===== src/rtl/bf16_fpu_pkg.sv =====
// Shared types and constants for the bfloat16 FPU issuer.
package bf16_fpu_pkg;

  localparam int unsigned CMD_DATA_W = 16;
  localparam int unsigned CMD_OP_W   = 4;

  localparam logic [CMD_OP_W-1:0]   OP_ADD    = 4'b0001;
  localparam logic [CMD_OP_W-1:0]   OP_SUB    = 4'b0010;
  localparam logic [CMD_OP_W-1:0]   OP_MUL    = 4'b0100;
  localparam logic [CMD_OP_W-1:0]   OP_DIV    = 4'b1000;
  localparam logic [CMD_DATA_W-1:0] BF16_QNAN = 16'h7FC0;

  typedef enum logic {
    RES_EMPTY = 1'b0,
    RES_FULL  = 1'b1
  } res_state_e;

  typedef struct packed {
    logic [CMD_OP_W-1:0]   op;
    logic [CMD_DATA_W-1:0] a;
    logic [CMD_DATA_W-1:0] b;
  } fpu_cmd_t;

  localparam int unsigned CMD_W = $bits(fpu_cmd_t);

  // True when exactly one opcode bit is set.
  function automatic logic op_is_onehot(input logic [CMD_OP_W-1:0] op);
    return (op != '0) && ((op & (op - CMD_OP_W'(1))) == '0);
  endfunction

endpackage


===== src/rtl/bf16_cmd_fifo.sv =====
// Synchronous command FIFO; occupancy counter distinguishes full from empty.
module bf16_cmd_fifo #(
  parameter int unsigned DEPTH = 4,
  parameter int unsigned WIDTH = 36
) (
  input  logic             clk,
  input  logic             rst,
  input  logic             push_i,
  input  logic             pop_i,
  input  logic [WIDTH-1:0] data_i,
  output logic [WIDTH-1:0] data_o,
  output logic             full_o,
  output logic             empty_o
);

  localparam int unsigned PTR_W = (DEPTH > 1) ? $clog2(DEPTH) : 1;
  localparam int unsigned CNT_W = $clog2(DEPTH + 1);

  logic [WIDTH-1:0] mem_q [DEPTH];
  logic [WIDTH-1:0] mem_d [DEPTH];
  logic [PTR_W-1:0] wr_ptr_q, wr_ptr_d;
  logic [PTR_W-1:0] rd_ptr_q, rd_ptr_d;
  logic [CNT_W-1:0] cnt_q, cnt_d;
  logic             push_eff_c;
  logic             pop_eff_c;

  assign full_o     = (cnt_q == CNT_W'(DEPTH));
  assign empty_o    = (cnt_q == '0);
  assign push_eff_c = push_i & ~full_o;
  assign pop_eff_c  = pop_i & ~empty_o;
  assign data_o     = mem_q[rd_ptr_q];

  // Next pointers, occupancy and storage; pointers wrap since DEPTH is a power of 2.
  always_comb begin
    mem_d    = mem_q;
    wr_ptr_d = wr_ptr_q;
    rd_ptr_d = rd_ptr_q;
    cnt_d    = cnt_q;
    if (push_eff_c) begin
      mem_d[wr_ptr_q] = data_i;
      wr_ptr_d        = PTR_W'(wr_ptr_q + PTR_W'(1));
    end
    if (pop_eff_c) begin
      rd_ptr_d = PTR_W'(rd_ptr_q + PTR_W'(1));
    end
    case ({push_eff_c, pop_eff_c})
      2'b10:   cnt_d = CNT_W'(cnt_q + CNT_W'(1));
      2'b01:   cnt_d = CNT_W'(cnt_q - CNT_W'(1));
      default: cnt_d = cnt_q;
    endcase
  end

  // Control registers with synchronous reset.
  always_ff @(posedge clk) begin
    if (rst) begin
      wr_ptr_q <= '0;
      rd_ptr_q <= '0;
      cnt_q    <= '0;
    end else begin
      wr_ptr_q <= wr_ptr_d;
      rd_ptr_q <= rd_ptr_d;
      cnt_q    <= cnt_d;
    end
  end

  // Storage array; contents are don't-care while empty so no reset is needed.
  always_ff @(posedge clk) begin
    mem_q <= mem_d;
  end

endmodule


===== src/rtl/bf16_fpu_issuer.sv =====
// Buffers bf16 FPU commands, issues one per cycle to a combinational fpu and
// returns registered results in order. Optional issue counter: FPU_ISSUER_STATS_EN.
module bf16_fpu_issuer #(
  parameter int unsigned FIFO_DEPTH = 4,
  parameter int unsigned DATA_W     = 16,
  parameter int unsigned OP_W       = 4
) (
  input  logic              clk,
  input  logic              rst,
  input  logic              cmd_valid_i,
  output logic              cmd_ready_o,
  input  logic [OP_W-1:0]   cmd_op_i,
  input  logic [DATA_W-1:0] cmd_a_i,
  input  logic [DATA_W-1:0] cmd_b_i,
  output logic              res_valid_o,
  input  logic              res_ready_i,
  output logic [DATA_W-1:0] res_data_o,
  output logic              res_ovf_o,
  output logic              err_op_o,
  output logic [15:0]       issued_cnt_o,
  output logic [OP_W-1:0]   fpu_op_o,
  output logic [DATA_W-1:0] fpu_in1_o,
  output logic [DATA_W-1:0] fpu_in2_o,
  input  logic [DATA_W-1:0] fpu_out_i,
  input  logic              fpu_ovf_i
);

  import bf16_fpu_pkg::*;

  fpu_cmd_t          push_cmd;
  fpu_cmd_t          head_cmd;
  logic [CMD_W-1:0]  fifo_rd_data;
  logic              fifo_full;
  logic              fifo_empty;
  logic              push_c;
  logic              issue_c;
  logic              head_legal_c;

  res_state_e        state_q, state_d;
  logic [DATA_W-1:0] res_data_q, res_data_d;
  logic              res_ovf_q, res_ovf_d;
  logic              err_op_q, err_op_d;

  // Pack the incoming command.
  always_comb begin
    push_cmd.op = CMD_OP_W'(cmd_op_i);
    push_cmd.a  = CMD_DATA_W'(cmd_a_i);
    push_cmd.b  = CMD_DATA_W'(cmd_b_i);
  end

  assign cmd_ready_o  = ~fifo_full;
  assign push_c       = cmd_valid_i & ~fifo_full;
  assign head_cmd     = fpu_cmd_t'(fifo_rd_data);
  assign head_legal_c = op_is_onehot(head_cmd.op);
  assign issue_c      = ~fifo_empty & ((state_q == RES_EMPTY) | res_ready_i);

  bf16_cmd_fifo #(
    .DEPTH (FIFO_DEPTH),
    .WIDTH (CMD_W)
  ) u_cmd_fifo (
    .clk     (clk),
    .rst     (rst),
    .push_i  (push_c),
    .pop_i   (issue_c),
    .data_i  (push_cmd),
    .data_o  (fifo_rd_data),
    .full_o  (fifo_full),
    .empty_o (fifo_empty)
  );

  // Drive the fpu from the FIFO head; illegal opcodes are never presented.
  always_comb begin
    fpu_op_o  = '0;
    fpu_in1_o = '0;
    fpu_in2_o = '0;
    if (!fifo_empty) begin
      if (head_legal_c) begin
        fpu_op_o = OP_W'(head_cmd.op);
      end
      fpu_in1_o = DATA_W'(head_cmd.a);
      fpu_in2_o = DATA_W'(head_cmd.b);
    end
  end

  // Result FSM next state, result capture and sticky opcode error.
  always_comb begin
    state_d    = state_q;
    res_data_d = res_data_q;
    res_ovf_d  = res_ovf_q;
    err_op_d   = err_op_q;
    if (issue_c) begin
      state_d = RES_FULL;
      if (head_legal_c) begin
        res_data_d = fpu_out_i;
        res_ovf_d  = fpu_ovf_i;
      end else begin
        res_data_d = DATA_W'(BF16_QNAN);
        res_ovf_d  = 1'b0;
        err_op_d   = 1'b1;
      end
    end else if ((state_q == RES_FULL) && res_ready_i) begin
      state_d = RES_EMPTY;
    end
  end

  // Result FSM state and result registers.
  always_ff @(posedge clk) begin
    if (rst) begin
      state_q    <= RES_EMPTY;
      res_data_q <= '0;
      res_ovf_q  <= 1'b0;
      err_op_q   <= 1'b0;
    end else begin
      state_q    <= state_d;
      res_data_q <= res_data_d;
      res_ovf_q  <= res_ovf_d;
      err_op_q   <= err_op_d;
    end
  end

  assign res_valid_o = (state_q == RES_FULL);
  assign res_data_o  = res_data_q;
  assign res_ovf_o   = res_ovf_q;
  assign err_op_o    = err_op_q;

`ifdef FPU_ISSUER_STATS_EN
  logic [15:0] issued_cnt_q, issued_cnt_d;

  // Count every issue, legal or not; wraps naturally.
  always_comb begin
    issued_cnt_d = issued_cnt_q;
    if (issue_c) begin
      issued_cnt_d = 16'(issued_cnt_q + 16'd1);
    end
  end

  // Issue counter register.
  always_ff @(posedge clk) begin
    if (rst) begin
      issued_cnt_q <= '0;
    end else begin
      issued_cnt_q <= issued_cnt_d;
    end
  end

  assign issued_cnt_o = issued_cnt_q;
`else
  assign issued_cnt_o = 16'h0000;
`endif

endmodule


===== config.mk =====
export PLATFORM = sky130hd
export DESIGN_NAME = bf16_fpu_issuer
export DESIGN_NICKNAME = d
export VERILOG_FILES = /design/src/rtl/bf16_fpu_pkg.sv /design/src/rtl/bf16_cmd_fifo.sv /design/src/rtl/bf16_fpu_issuer.sv
export SDC_FILE = /design/constraint.sdc
export NUM_CORES = 1
export LEC_CHECK = 0
export ABC_AREA = 0
export CORE_AREA = 5 5 129 131
export DETAILED_ROUTE_END_ITERATION = 6
export DIE_AREA = 0 0 134 136
export GPL_TIMING_DRIVEN = 0
export PLACE_DENSITY = 0.66
export SKIP_CTS_REPAIR_TIMING = 1
export SYNTH_ARGS = -nofsm -noshare
export SYNTH_HDL_FRONTEND = slang
export SYNTH_SLANG_ARGS = --single-unit

===== constraint.sdc =====
create_clock -name clk -period 3.75 [get_ports clk]
set_input_delay 0.75 -clock clk [delete_from_list [all_inputs] [get_ports clk]]
set_output_delay 0.75 -clock clk [all_outputs]
set_load 0.03 [all_outputs]

# After elaboration in Yosys (flattened, before gate mapping)

Cells that the tools add are included.

Bits of input ports: 57
Word-level logic and storage cells: 58
Bits in registers: 170

Bitwise logic cells: 12
Equality and inequality tests: 3
Order comparisons: 3
Reductions and logical operators: 9
Add/subtract/negate cells: 5
Muxes and demuxes: 15

Operator list:

| operator                                                                      | count |
|---|---|
| 144-bit bitwise mux                                                           | 1 |
| 36-bit 2-to-1 mux                                                             | 3 |
| 36-bit binary-select mux with 2-bit select                                    | 1 |
| 36-bit demux with 2-bit select                                                | 1 |
| 16-bit 2-to-1 mux                                                             | 3 |
| 4-bit 2-to-1 mux                                                              | 2 |
| 3-bit greater-or-equal comparator (second input constant)                     | 2 |
| 2-bit inverter with 3-bit output                                              | 2 |
| 3-bit case mux with 2 select lines                                            | 1 |
| 2-bit by 1-bit adder with 2-bit output (second input constant)                | 2 |
| 1-bit AND                                                                     | 4 |
| 4-bit AND                                                                     | 1 |
| 4-bit zero test                                                               | 1 |
| 1-bit inverter                                                                | 4 |
| 2-bit nonzero test                                                            | 2 |
| 4-bit nonzero test                                                            | 1 |
| 4-bit by 1-bit subtractor with 4-bit output (second input constant)           | 1 |
| 3-bit by 1-bit adder with 3-bit output (second input constant)                | 1 |
| 3-bit equality test (second input constant)                                   | 1 |
| 1-bit logical AND                                                             | 3 |
| 3-bit zero test                                                               | 1 |
| 3-bit by 1-bit less-than comparator with 1-bit output (second input constant) | 1 |
| 1-bit 2-to-1 mux                                                              | 3 |
| 3-bit by 1-bit subtractor with 3-bit output (second input constant)           | 1 |
| other kinds (4)                                                               | 4 |

# Longest topological paths before layout

Depth in word-level cells: 10
Depth in mapped cells: 11
Gate-level depth less buffers: 9

# Hierarchy

A second synthesis with hierarchy kept.

Cells, all modules: 388
Area, all modules: 6952.9 µm²

By module, submodules not included:

| module          | instances | area an instance (µm²) | cells each |
|---|---|---|---|
| bf16_cmd_fifo   | 1         | 5636.7                 | 238 |
| bf16_fpu_issuer | 1         | 1316.3                 | 150 |

# Worst setup path before layout

No wires, ideal clock.

Path kind: register to output
Start: register u_cmd_fifo.rd_ptr_q[0]
End: output port fpu_op_o[1]
Slack: 0.592 ns
Arrival: 2.408 ns
Cell stages (with the launch flop): 5
Path buffers: 1
Cell sequence: dfxtp_1 -> buf_6 -> mux4_2 -> or2_2 -> nor4b_1

Word-level cells in the longest chain between the ends: 10
Elaborated cells on any way between the ends: 11

RTL lines:

| item                                                       | line                  | text |
|---|---|---|
| start: declaration                                         | bf16_cmd_fifo.sv:22   | `logic [PTR_W-1:0] rd_ptr_q, rd_ptr_d;` |
| start signal: assignment                                   | bf16_cmd_fifo.sv:61   | `rd_ptr_q <= rd_ptr_d;` |
| 2-bit inverter with 3-bit output (not written as such) (*) | bf16_cmd_fifo.sv:31   | `assign data_o = mem_q[rd_ptr_q];` |
| 36-bit binary-select mux with 2-bit select (*)             | bf16_cmd_fifo.sv:31   |  |
| 36-bit 2-to-1 mux (not written as such) (*) (2 in a row)   | bf16_cmd_fifo.sv:31   |  |
| 4-bit by 1-bit subtractor with 4-bit output                | bf16_fpu_pkg.sv:28    | `return (op != '0) && ((op & (op - CMD_OP_W'(1))) == '0);` |
| 4-bit AND                                                  | bf16_fpu_pkg.sv:28    |  |
| 4-bit zero test                                            | bf16_fpu_pkg.sv:28    |  |
| 1-bit logical AND                                          | bf16_fpu_pkg.sv:28    |  |
| 4-bit 2-to-1 mux (*)                                       | bf16_fpu_issuer.sv:77 | `if (head_legal_c) begin` |
| 4-bit 2-to-1 mux (*)                                       | bf16_fpu_issuer.sv:76 | `if (!fifo_empty) begin` |
| end: declaration                                           | bf16_fpu_issuer.sv:21 | `output logic [OP_W-1:0] fpu_op_o,` |

Mark *: on every way between the ends. The rest lies on a longest branch, timed or not. The select of a mux whose other input is x is not followed.

# Worst setup path in the final report

Start: register u_cmd_fifo.rd_ptr_q[0]
End: output port fpu_in2_o[7]

Word-level cells in the longest chain between the ends: 5

RTL lines:

| item                                                   | line                  | text |
|---|---|---|
| 2-bit inverter with 3-bit output (not written as such) | bf16_cmd_fifo.sv:31   |  |
| 36-bit binary-select mux with 2-bit select             | bf16_cmd_fifo.sv:31   |  |
| 36-bit 2-to-1 mux (not written as such) (2 in a row)   | bf16_cmd_fifo.sv:31   |  |
| 16-bit 2-to-1 mux                                      | bf16_fpu_issuer.sv:76 |  |
| end: declaration                                       | bf16_fpu_issuer.sv:23 | `output logic [DATA_W-1:0] fpu_in2_o,` |

Every way passes these cells. The select of a mux whose other input is x is not followed.

==> impl_metrics.env <==
export IMPL_first_pass_iters=4
export IMPL_synthSimpleGateAreaFrac=0.0748
export IMPL_yosysMostFrequentCell="edfxtp_1"
export IMPL_ys_async_sr_fraction=0
export IMPL_die_y_um=136
export IMPL_dieArea_um2=18200
export IMPL_clk_pin_slew_worst_paths_ps=60
export IMPL_synth_top_area_cell="edfxtp_1"
export IMPL_syn2layout_area_growth_pct=31.2
export IMPL_clock_fmax_mhz=287
export IMPL_synth_compound_area_frac=0.0369
export IMPL_synthXorXnorAreaFrac=0.00775
export IMPL_synthTopCellsByCount="edfxtp_1 (144), mux4_2 (35), and2_1 (33)"
export IMPL_crit_slowest_cell="clkdlybuf4s50_1"
export IMPL_ys_seq_area_frac=0.715
export IMPL_first_iter_violations=183
export IMPL_yosys_warnings=0
export IMPL_nets=591
export IMPL_period_minus_slack_ps=3480
export IMPL_antenna_found_initial=1
export IMPL_numCtsBuffers=17
export IMPL_synth_top_area_share=0.638
export IMPL_relSlewSlack=0.522
export IMPL_timing_critical_path_cells="buf_6, clkbuf_2, mux4_2, and2_1, clkdlybuf4s50_1"
export IMPL_power_leakage_nw=3.05
export IMPL_setup_viol=0
export IMPL_grt_pass1_wl_um=21200
export IMPL_rsz0062_at_grt="no"
export IMPL_grtUsageTotal=0.156
export IMPL_syn_cell_area_um2=6780
export IMPL_crit_family="buffers and inverters"
export IMPL_start_util=0.438
export IMPL_cp_data_arrival_time_ps=2730
export IMPL_synth_edf_count=144
export IMPL_overflow=0
export IMPL_wirelength_um=13700
export IMPL_total_power_mw=7.15
export IMPL_cts_tree="yes"
export IMPL_crit_path_start_kind="flop"
export IMPL_worst_pin_slew_ps=717
export IMPL_die_x_um=134
export IMPL_synth_top_family_by_area="multiplexers"
export IMPL_final_util=0.575
export IMPL_portBuffers=111
export IMPL_hold_class="reg -> reg"
export IMPL_cp_max_fo=10
export IMPL_worstSetupPathType="reg -> out"
export IMPL_num_io_pins=129
export IMPL_clock_insertion_delay_worst_skew_ps=420
export IMPL_postRouteAntennaNets=0
export IMPL_grt_max_degree=22
export IMPL_cp_num_buf_inv=3
export IMPL_maxSlewViolCount=0
export IMPL_max_cap_viol_count=0
export IMPL_rows=46
export IMPL_antenna_cells=0
export IMPL_status="complete, no violations"
export IMPL_dp_hpwl_um=9110
export IMPL_synth_cell_types=35
export IMPL_clock_root_buffer="clkbuf_16"
export IMPL_postSynthCellCount=380
export IMPL_vias_per_cell=5.10
export IMPL_crit_path_max_incr_delay_ps=600
export IMPL_vias=3737
export IMPL_synth_seq_cells=170
export IMPL_yosys_area_share_adder=0.0122
export IMPL_p_per_area_nw_per_um2=804
export IMPL_cts_sinks=170
export IMPL_hold_slack_ps=472
export IMPL_wl_per_cell_um=18.7
export IMPL_drive_gt1_frac=0.203
export IMPL_gp_congestion=0.737
export IMPL_grt_pass1_vias=3931
export IMPL_core_um2=15500
export IMPL_drc=0
export IMPL_hold_violations=0
export IMPL_required_ps=3000
export IMPL_ys_flop_type="edfxtp_1"
export IMPL_synth_area_top_cells="edfxtp_1 (64%), mux4_2 (12%), dfxtp_1 (7.7%)"
export IMPL_syn_avg_cell_area_um2=17.8
export IMPL_vdd_drop_max_mv=0.425
export IMPL_cts_max_path_buffers=2
export IMPL_htreeDepth=4
export IMPL_skew_ps=5.69
export IMPL_fin_crit_sh=0.929
export IMPL_synthMuxAreaShare=0.120
export IMPL_cp_end_kind="output pin"
-- power by group --
group / internal (mW) / total [mW] / leakage [nW] / switching, mW
combinational: 1.26 / 2.95 / 1.24 / 1.69
sequential: 2.33 / 2.44 / 1.54 / 0.109
clock: 1.05 / 1.76 / 0.281 / 0.712
total: 4.64 / 7.15 / 3.05 / 2.51
-- kinds of logic (layout without fill, tap and decap cells) --
logic type,count (synthesis),count (layout)
compound gates,25,25
xor+xnor,6,6
fa+ha+maj,6,6
buf+inv,41,187
flops,170,170
mux,36,36
other cells,1,16
simple gates,95,95
-- area by class of cell --
class | count | area (um^2)
inverter | 7 | 26.3
multi-input combinational | 184 | 1770
clock buffer | 17 | 425
fill | 1176 | 6590
sequential | 170 | 4850
timing repair buffer | 115 | 1220
buffer | 33 | 198
clock inverter | 15 | 173
tap | 192 | 240
-- per-stage QoR --
stage	instances	area (um^2)	setup TNS [ps]	setup WS, ps
after floorplan	395	6840	0	592
final	733	8900	0	268
after detailed placement	702	8290	0	210
after CTS	734	8880	-4230	-262
after global routing	733	8900	0	106
after global placement	698	8190	0	246
-- placed cells by master, fill, tap and decap left out, drive strengths merged, types with 2 or more instances in the layout --
master and instances:
edfxtp 144, clkdlybuf4s50 107, mux4 36, and2 33, clkbuf 30, dfxtp 26, nor2 25, buf 24
nand2 19, conb 16, a211oi 9, inv 9, a221oi 8, clkinv 6, ha 5, and3 4
a21oi 4, clkinvlp 4, dlymetal6s2s 4, nor4b 3, xor2 3, xnor2 3, bufinv 3, nand2b 2
or3 2, or2 2, or4b 2
-- metal layers --
metal | track usage | up-vias | share of wire
met4 | 0.0560 | 2 | 0.013
met3 | 0.0577 | 20 | 0.071
met2 | 0.244 | 126 | 0.47
met5 | 0 | - | 0.00080
met1 | 0.200 | 1855 | 0.44
li1 | - | 1734 | -
-- worst min-delay path: cells and delay by family (launching register included) --
| family | cells | cell delay [ps] |
|---|---|---|
| DFF | 1 | 330 |
| and+or+nand+nor | 1 | 60 |
| AOI/OAI and AO/OA | 1 | 50 |
-- final timing paths --
kind | start | to | slack, ps | cells past startpoint
hold reg to reg | err_op_o | err_op_o | 470 | 2
setup / recovery | u_cmd_fifo.rd_ptr_q[0] | fpu_in2_o[7] | 270 | 5
hold / removal | err_op_o | err_op_o | 470 | 2
setup reg to reg | u_cmd_fifo.cnt_q[0] | u_cmd_fifo.cnt_q[2] | 690 | 11
-- registers in the layout (all words and copies together), names as in the netlist --
| register | cells |
|---|---|
| err_op_o | 1 |
| res_data_o | 16 |
| res_ovf_o | 1 |
| res_valid_o | 1 |
| u_cmd_fifo.cnt_q | 3 |
| u_cmd_fifo.mem_q | 144 |
| u_cmd_fifo.rd_ptr_q | 2 |
| u_cmd_fifo.wr_ptr_q | 2 |
Note: power is estimated with default switching activity, not from simulation.
